<file path="src/rtl/booth_mult8_arbiter.sv">
// Round-robin arbiter and sequencer sharing one booth_mult8 among NREQ requesters.
// Optional BOOTH_ARB_STATS_EN adds saturating completion/timeout counters.
module booth_mult8_arbiter #(
  parameter int NREQ    = 4,
  parameter int IDW     = 2,
  parameter int TIMEOUT = 64
) (
  input  logic              clk,
  input  logic              rst_n,
  input  logic [NREQ-1:0]   req_valid,
  output logic [NREQ-1:0]   req_ready,
  input  logic [8*NREQ-1:0] req_a,
  input  logic [8*NREQ-1:0] req_b,
  input  logic [2*NREQ-1:0] req_sign,
  output logic              rsp_valid,
  input  logic              rsp_ready,
  output logic [IDW-1:0]    rsp_id,
  output logic [15:0]       rsp_product,
  output logic              rsp_err,
  output logic              mult_start,
  output logic [7:0]        mult_multiplicand,
  output logic [7:0]        mult_multiplier,
  output logic [1:0]        mult_sign_mode,
  input  logic [15:0]       mult_product,
  input  logic              mult_done
`ifdef BOOTH_ARB_STATS_EN
  ,
  output logic [15:0]       stat_ops,
  output logic [7:0]        stat_timeouts
`endif
);

  localparam int CW = $clog2(TIMEOUT);

  typedef enum logic [1:0] {IDLE, ISSUE, WAIT, RESP} state_t;

  state_t           r_state;
  state_t           w_next;
  logic [IDW-1:0]   r_ptr;
  logic [IDW-1:0]   r_id;
  logic [7:0]       r_a;
  logic [7:0]       r_b;
  logic [1:0]       r_sign;
  logic [CW-1:0]    r_cnt;
  logic [15:0]      r_product;
  logic             r_err;

  logic             w_grantValid;
  logic [IDW-1:0]   w_grantIdx;
  logic [IDW-1:0]   w_cand;
  logic             w_accept;
  logic             w_capture;
  logic             w_timeout;
  logic             w_rspFire;

  // Scan from ptr+NREQ down to ptr+1 so the candidate nearest ptr+1 is written last and wins.
  always_comb begin
    w_grantValid = 1'b0;
    w_grantIdx   = '0;
    w_cand       = '0;
    for (int k = NREQ; k >= 1; k--) begin
      w_cand = IDW'((int'(r_ptr) + k) % NREQ);
      if (req_valid[w_cand]) begin
        w_grantValid = 1'b1;
        w_grantIdx   = w_cand;
      end
    end
  end

  always_ff @(posedge clk or negedge rst_n) begin
    if (!rst_n) r_state <= IDLE;
    else        r_state <= w_next;
  end

  always_comb begin
    w_next     = r_state;
    req_ready  = '0;
    mult_start = 1'b0;
    rsp_valid  = 1'b0;
    w_accept   = 1'b0;
    w_capture  = 1'b0;
    w_timeout  = 1'b0;
    w_rspFire  = 1'b0;
    case (r_state)
      IDLE: begin
        if (w_grantValid) begin
          req_ready[w_grantIdx] = 1'b1;
          w_accept              = 1'b1;
          w_next                = ISSUE;
        end
      end
      ISSUE: begin
        mult_start = 1'b1;
        w_next     = WAIT;
      end
      WAIT: begin
        if (mult_done) begin
          w_capture = 1'b1;
          w_next    = RESP;
        end else if (r_cnt == CW'(TIMEOUT - 1)) begin
          w_timeout = 1'b1;
          w_next    = RESP;
        end
      end
      RESP: begin
        rsp_valid = 1'b1;
        if (rsp_ready) begin
          w_rspFire = 1'b1;
          w_next    = IDLE;
        end
      end
      default: w_next = IDLE;
    endcase
  end

  // Done has priority over the timeout when both land in the same WAIT cycle.
  always_ff @(posedge clk or negedge rst_n) begin
    if (!rst_n) begin
      r_ptr     <= IDW'(NREQ - 1);
      r_id      <= '0;
      r_a       <= '0;
      r_b       <= '0;
      r_sign    <= '0;
      r_cnt     <= '0;
      r_product <= '0;
      r_err     <= 1'b0;
    end else begin
      if (w_accept) begin
        r_a    <= req_a[{w_grantIdx, 3'b000} +: 8];
        r_b    <= req_b[{w_grantIdx, 3'b000} +: 8];
        r_sign <= req_sign[{w_grantIdx, 1'b0} +: 2];
        r_id   <= w_grantIdx;
      end
      if (r_state == ISSUE)
        r_cnt <= '0;
      else if (r_state == WAIT && !mult_done)
        r_cnt <= r_cnt + 1'b1;
      if (w_capture) begin
        r_product <= mult_product;
        r_err     <= 1'b0;
      end else if (w_timeout) begin
        r_product <= '0;
        r_err     <= 1'b1;
      end
      if (w_rspFire)
        r_ptr <= r_id;
    end
  end

  assign rsp_id            = r_id;
  assign rsp_product       = r_product;
  assign rsp_err           = r_err;
  assign mult_multiplicand = r_a;
  assign mult_multiplier   = r_b;
  assign mult_sign_mode    = r_sign;

`ifdef BOOTH_ARB_STATS_EN
  always_ff @(posedge clk or negedge rst_n) begin
    if (!rst_n) begin
      stat_ops      <= '0;
      stat_timeouts <= '0;
    end else if (w_rspFire) begin
      if (r_err) begin
        if (stat_timeouts != 8'hFF) stat_timeouts <= stat_timeouts + 1'b1;
      end else begin
        if (stat_ops != 16'hFFFF) stat_ops <= stat_ops + 1'b1;
      end
    end
  end
`endif

endmodule

</file>
<file path="config.mk">
export PLATFORM = sky130hd
export DESIGN_NAME = booth_mult8_arbiter
export DESIGN_NICKNAME = d
export VERILOG_FILES = /design/src/rtl/booth_mult8_arbiter.sv
export SDC_FILE = /design/constraint.sdc
export NUM_CORES = 1
export LEC_CHECK = 0
export ABC_AREA = 1
export CORE_AREA = 2 2 118 74
export DETAILED_ROUTE_END_ITERATION = 6
export DIE_AREA = 0 0 120 76
export PLACE_DENSITY_LB_ADDON = 0.08
export SYNTH_ARGS = -nofsm -noshare
export SYNTH_HDL_FRONTEND = slang
export SYNTH_SLANG_ARGS = --single-unit
</file>
<file path="constraint.sdc">
create_clock -name clk -period 2.28 [get_ports clk]
set_input_delay 0.228 -clock clk [delete_from_list [all_inputs] [get_ports clk]]
set_output_delay 0.228 -clock clk [all_outputs]
set_load 0.005 [all_outputs]
</file>
== After elaboration in Yosys (flattened, before gate mapping) ==
Cells that the tools add are included.
Cells by class
  add/subtract/negate cells: 5
  order comparisons: 6
  equality and inequality tests: 7
  shifts and indexed selects: 3
  multiplexer cells: 42
  reductions and logical operators: 7
Operators with widths (number)
  32-bit by 6-bit variable part select with 8-bit output: 2
  16-bit two-way mux: 2
  1-bit two-way mux: 22
  2-bit two-way mux: 8
  2-bit by 3-bit < comparator with 1-bit output, second input constant: 5
  6-bit two-way mux: 2
  1-bit binary-select mux with 2-bit select: 4
  4-bit two-way mux: 2
  2-bit one-hot mux with 4 select lines: 1
  8-bit by 4-bit variable part select with 2-bit output: 1
  6-bit by 1-bit adder with 6-bit output, second input constant: 1
  6-bit equality test, second input constant: 1
  2-bit by 1-bit adder with 2-bit output, second input constant: 2
  2-bit adder, second input constant: 2
  2-bit equality test, second input constant: 2
  2-bit != test, second input constant: 2
  2-bit nonzero test: 2
  3-bit != test, second input constant: 1
  3-bit AND reduction: 1
  1-bit demux with 2-bit select: 1
  2-bit by 1-bit equality test with 1-bit output, second input constant: 1
  2-bit by 1-bit >= comparator with 1-bit output, second input constant: 1
  1-bit logical AND: 2
  2-bit zero test: 1
  1-bit zero test: 1
Storage, ports and cells
  flip-flop bits (word level): 47
  input port bits: 96
  output and inout port bits: 43
  word-level logic and storage cells: 79

== Depth between registers and ports, before layout ==
  depth after elaboration: 13
  mapped depth: 15
  mapped depth without buffers: 14

== Worst setup path after synthesis ==
Ideal clock, no wire load.
  path kind: register -> output
  start: register r_ptr[0]
  end: output port req_ready[2]
  data arrival time: 1.629 ns
  data required time: 2.052 ns
  path slack: 0.423 ns
  cell stages (with the launch flop): 14
  path buffers: 3
  cell sequence: dfstp_2 > buf_6 > nand2_1 > nand2_1 > nand2_1 > nand2_1 > nand3_1 > nand2_1 > nand2_1 > buf_2 > buf_6 > nor2_2 > inv_1 > nor2_1
On the way
  cells in the longest elaborated chain, start to end: 13
  elaborated cells between the ends (all ways): 27
  those cells by class: add/sub (4); order compare (2); mux (20); reduce/logical (1)
Ends and longest elaborated chain
  start: declaration: RTL line 39  | logic [IDW-1:0] r_ptr;
  start signal: assignment: RTL line 119  | r_ptr <= IDW'(NREQ - 1);
  start signal: assignment: RTL line 146  | r_ptr <= r_id;
  2-bit by 1-bit adder with 2-bit output: RTL line 62  | w_cand = IDW'((int'(r_ptr) + k) % NREQ);
  1-bit binary-select mux with 2-bit select: RTL line 63  | if (req_valid[w_cand]) begin
  1-bit two-way mux (not written as such): RTL line 63
  2-bit two-way mux (4 in series): RTL line 63
  2-bit by 3-bit < comparator with 1-bit output (not written as such) or 2-bit by 1-bit >= comparator with 1-bit output (tied branches): RTL line 87  | req_ready[w_grantIdx] = 1'b1;
  1-bit logical AND (not written as such): RTL line 87
  1-bit two-way mux (not written as such): RTL line 87
  1-bit demux with 2-bit select: RTL line 87
  4-bit two-way mux (*): RTL line 86  | if (w_grantValid) begin
  4-bit two-way mux (*): RTL line 84  | case (r_state)
  end: declaration: RTL line 11  | output logic [NREQ-1:0] req_ready,
Mark *: on every way between the ends. The rest lies on a longest branch, timed or not. The select of a mux whose other input is x is not followed.

== Worst setup path in the final report ==
  start: register r_ptr[0]
  end: output port req_ready[1]
The elaborated chain is that of the path after synthesis.

==> results.md <==
- The number of antenna violations at the first check in global routing is 0.
- In the final routed layout, each cell accounts on average for 13.0 um.
- Counting the buffers created by CTS gives 5.
- The min-delay analysis places its worst path in the category in -> async.
- The netlist area before placement is 0.00316 mm2.
- The master cell of the clock root buffer is sky130_fd_sc_hd__clkbuf_16.
- The share of the clock period used by the worst path is 101%.
- The worst setup path is of the reg -> out kind.
- The critical path's top delay family is flip-flops.
- At the end of routability-driven placement, the weighted congestion stood at 0.869.
- The slowest stage of the critical path belongs to the cell sky130_fd_sc_hd__dfstp_2.
- The number of maximum-capacitance violations is 0.
- 0 antenna diodes ended up in the layout.
- Timing analysis after detailed placement gives a worst setup slack of -0.262 ns.
- The most common cell after layout, fill and taps aside is sky130_fd_sc_hd__nand2_1.
- In this run the remaining antenna-violating nets after routing total 0.
- The number of nets at the end of the flow is 748.
- Cells with a size suffix above 1 make up 13.4% of the layout.
- The worst setup slack for register-to-register paths is 0.08 ns.
- The relative max-transition margin is 40.2%.
- The number of cells produced by synthesis is 494.
- The wire length the detailed router placed on met1 is 4440 um.
- Entering global routing, the biggest net connects 40 pins.
- The I/O pin count is 139.
- The number of placed instances, taps included, is 739.
- Across the VDD grid, the largest voltage drop is 741 uV.
- The die area is 0.00912 mm2.
- Data arrives at the worst endpoint at 2.08 ns.
- The highest clock frequency the design can meet is 433 MHz.
- Traced cell by cell, the critical path runs through clkinv_4 > nand2_4 > nand2_4 > nand2_4 > nand2_2 > inv_4 > nand2_4 > o21ai_4 > inv_2 > nand2_4 > nor2_4 > clkbuf_2.
- The count of final hold-check violations is 0.
- The post-route total power is 7.41 mW.
- The total of warnings raised by yosys is 0.
- The minimum clock period after layout is 2.31 ns.
- After legalization and detailed placement, the total HPWL measured 6950 um.
- The vertical die dimension is 76 um.
- Together, buffers and inverters on the worst path number 4.
- The transition time at the pin with the least slew margin is 0.897 ns.
- The checks that failed: negative setup slack.
- The non-filler instance count after layout is 760.
- The wire length of the first global-routing pass is 15,700 um.
- The sum of routed wire length over all layers is 9910 um.
- The source-to-sink clock delay at the later pin of the worst-skew pair is 0.29 ns.
- The reported leakage power is 2.73 nW.
- Power spread over the standard cell area amounts to 1450 mW/mm2.
- For the worst setup path, the data required time is 2.05 ns.
- The number of DRC violations after detailed-routing iteration 0 is 203.
- The number of detailed-routing iterations run before antenna repair is 4.
- Once the floorplan was initialized, standard cells occupied 38.7% of the core.
- Setup violations remaining at the end of the flow were counted as 2.
- The largest stage delay on the critical path is 0.65 ns.
- In this design, the critical path's most frequently occurring cell is sky130_fd_sc_hd__nand2_4.
- The met2 wire length is 4840 um.
- The run finished, with violations left.
- From synthesis to final layout, the design area changed by 61.6%.
- The via density per instance is 4.71.
- The number of levels the H-tree was split into is 2.
- The area inside the core boundary is 0.00817 mm2.
- The count of unresolved DRC violations after routing is 0.
- Setup repair after global routing could not meet its margin everywhere.
- TritonCTS built the clock tree.
- The mean post-synth cell area is 6.40 um2.
- For the worst flop-to-flop path, the logic depth is 14.
- The sum of overflow across all layers after global routing is 0.
- The number of global-route vias before repair is 3,411.
- The number of sinks on the clock net is 47.
- The global-route usage over all layers is 21.0%.
- The floorplan has 26 rows.
- The launching point of the worst reg2reg path is r_ptr[0].
- Across all setup checks in the final design, the least slack found is -0.0281 ns.
- The worst register-to-register path ends at mult_multiplicand[3].
- The worst hold slack is 0.0642 ns.
- The clock passes through at most 2 buffers.
- The routed layout has 3,576 vias.
- During placement, the flow inserted port buffers numbering 138.
- The distinct cell type count after synthesis is 26.
- The clock transition at the registers of the reported paths is 0.07 ns.
- For this run, the register share of the synthesized area comes to 37.3%.
- The endpoint kind of the worst setup timing path is an output port.
- The met3 wirelength from detailed routing is 559 um.
- The aggregate negative setup slack is -0.0346 ns.
- The register bit total from synthesis is 47.
- The worst setup path is launched from a register.
- Measured along the x axis, the die boundary spans 120 um.
- The final-report max-slew violation count is 0.
- The clock skew is 0.00655 ns.
- The largest fanout on the critical path is 7.
- In the layout the commonest cells are sky130_fd_sc_hd__nand2_1 (159), sky130_fd_sc_hd__clkdlybuf4s50_1 (133), sky130_fd_sc_hd__inv_1 (96).
- The net count after synthesis is 595.
- In this run the top signal layer used is met4.
[routing by layer]
metal | up-vias | global-route usage (%)
met4 | 0 | 2.82
met5 | - | 0
met2 | 91 | 34.1
met3 | 7 | 5.76
met1 | 1677 | 28.7
li1 | 1801 | -
[sequential cells by signal, summed over array words and instances, names as in the netlist]
| signal | count |
|---|---|
| rsp_err | 1 |
| mult_multiplier | 8 |
| mult_multiplicand | 8 |
| mult_sign_mode | 2 |
| r_cnt | 6 |
| rsp_product | 16 |
| r_ptr | 2 |
| rsp_id | 2 |
| r_state | 2 |
[cells by family (layout without fill, tap and decap cells)]
kind of cell,count (synthesis),after routing,synth area share (%)
AO/OA/AOI/OAI,20,20,3.52
adder cells (fa/ha/maj),5,5,1.98
buffers and inverters,126,280,16.8
flip-flops,47,47,37.3
AND/OR/NAND/NOR,296,296,40.4
[what timing repair did]
item,CTS,global route
pin swaps,4,22
setup endpoints to repair,4,24
buffers inserted,7,9
hold buffers,0,0
resized for setup,27,53
[Yosys cell counts, drive strengths merged]
| cell | count | area, um2 |
|---|---|---|
| clkbuf | 4 | 15.0 |
| clkinv | 1 | 3.75 |
| o221ai | 2 | 17.5 |
| nor3 | 2 | 10.0 |
| ha | 5 | 62.6 |
| nand2 | 185 | 717 |
| nand3 | 95 | 488 |
| a211oi | 1 | 7.51 |
| nor2 | 12 | 50.1 |
| nor4 | 1 | 6.26 |
| inv | 103 | 387 |
| nand4 | 1 | 6.26 |
| a31oi | 1 | 6.26 |
| o21ai | 13 | 65.1 |
| a21oi | 3 | 15.0 |
| buf | 18 | 126 |
| dfstp | 2 | 52.6 |
| dfrtp | 45 | 1130 |
[report_power, final]
group,total [mW],internal (mW),switching [mW]
Clock,0.709,0.406,0.304
Sequential,1.47,1.22,0.250
Combinational,5.23,2.34,2.89
Total,7.41,3.97,3.44
[through the flow]
stage,cell area (um2),utilization (%)
after global routing,5110,62.6
after floorplan,3160,-
after global placement,4660,57.1
final,5110,62.6
after CTS,4910,60.1
after detailed placement,4660,57.1
[final cells by class]
class | count | area [um2]
Inverter | 104 | 398
Tap cell | 112 | 140
Fill cell | 735 | 3060
Clock inverter | 1 | 5.00
Timing Repair Buffer | 168 | 1620
Clock buffer | 7 | 133
Multi-Input combinational cell | 321 | 1640
Sequential cell | 47 | 1180
[worst max path at each step]
stage                       from            to  slack [ns]  depth (start not counted)
finish                  r_ptr[0]  req_ready[1]       -0.03                         12
global route            r_ptr[0]  req_ready[1]       -0.12                         12
CTS                     r_ptr[0]  req_ready[0]       0.003                         10
floorplan               r_ptr[0]  req_ready[2]        0.42                         13
global placement    req_valid[3]  req_ready[1]       -0.20                         12
detailed placement  req_valid[3]  req_ready[1]       -0.26                         12
[worst register-to-register path, cell delays in order, from the launching register on]
cell	delay, ns
sky130_fd_sc_hd__dfstp_2	0.65
sky130_fd_sc_hd__buf_6	0.14
sky130_fd_sc_hd__nand2_1	0.07
sky130_fd_sc_hd__o21ai_2	0.11
sky130_fd_sc_hd__inv_1	0.09
sky130_fd_sc_hd__nand2_1	0.08
sky130_fd_sc_hd__nand3_1	0.08
sky130_fd_sc_hd__nand2_1	0.10
sky130_fd_sc_hd__nand2_2	0.09
sky130_fd_sc_hd__inv_1	0.17
sky130_fd_sc_hd__buf_4	0.23
sky130_fd_sc_hd__nand3_1	0.12
sky130_fd_sc_hd__nand2_1	0.08
sky130_fd_sc_hd__nand2_1	0.05
sky130_fd_sc_hd__nand2_1	0.06
Power figures use the tool's default switching activity.
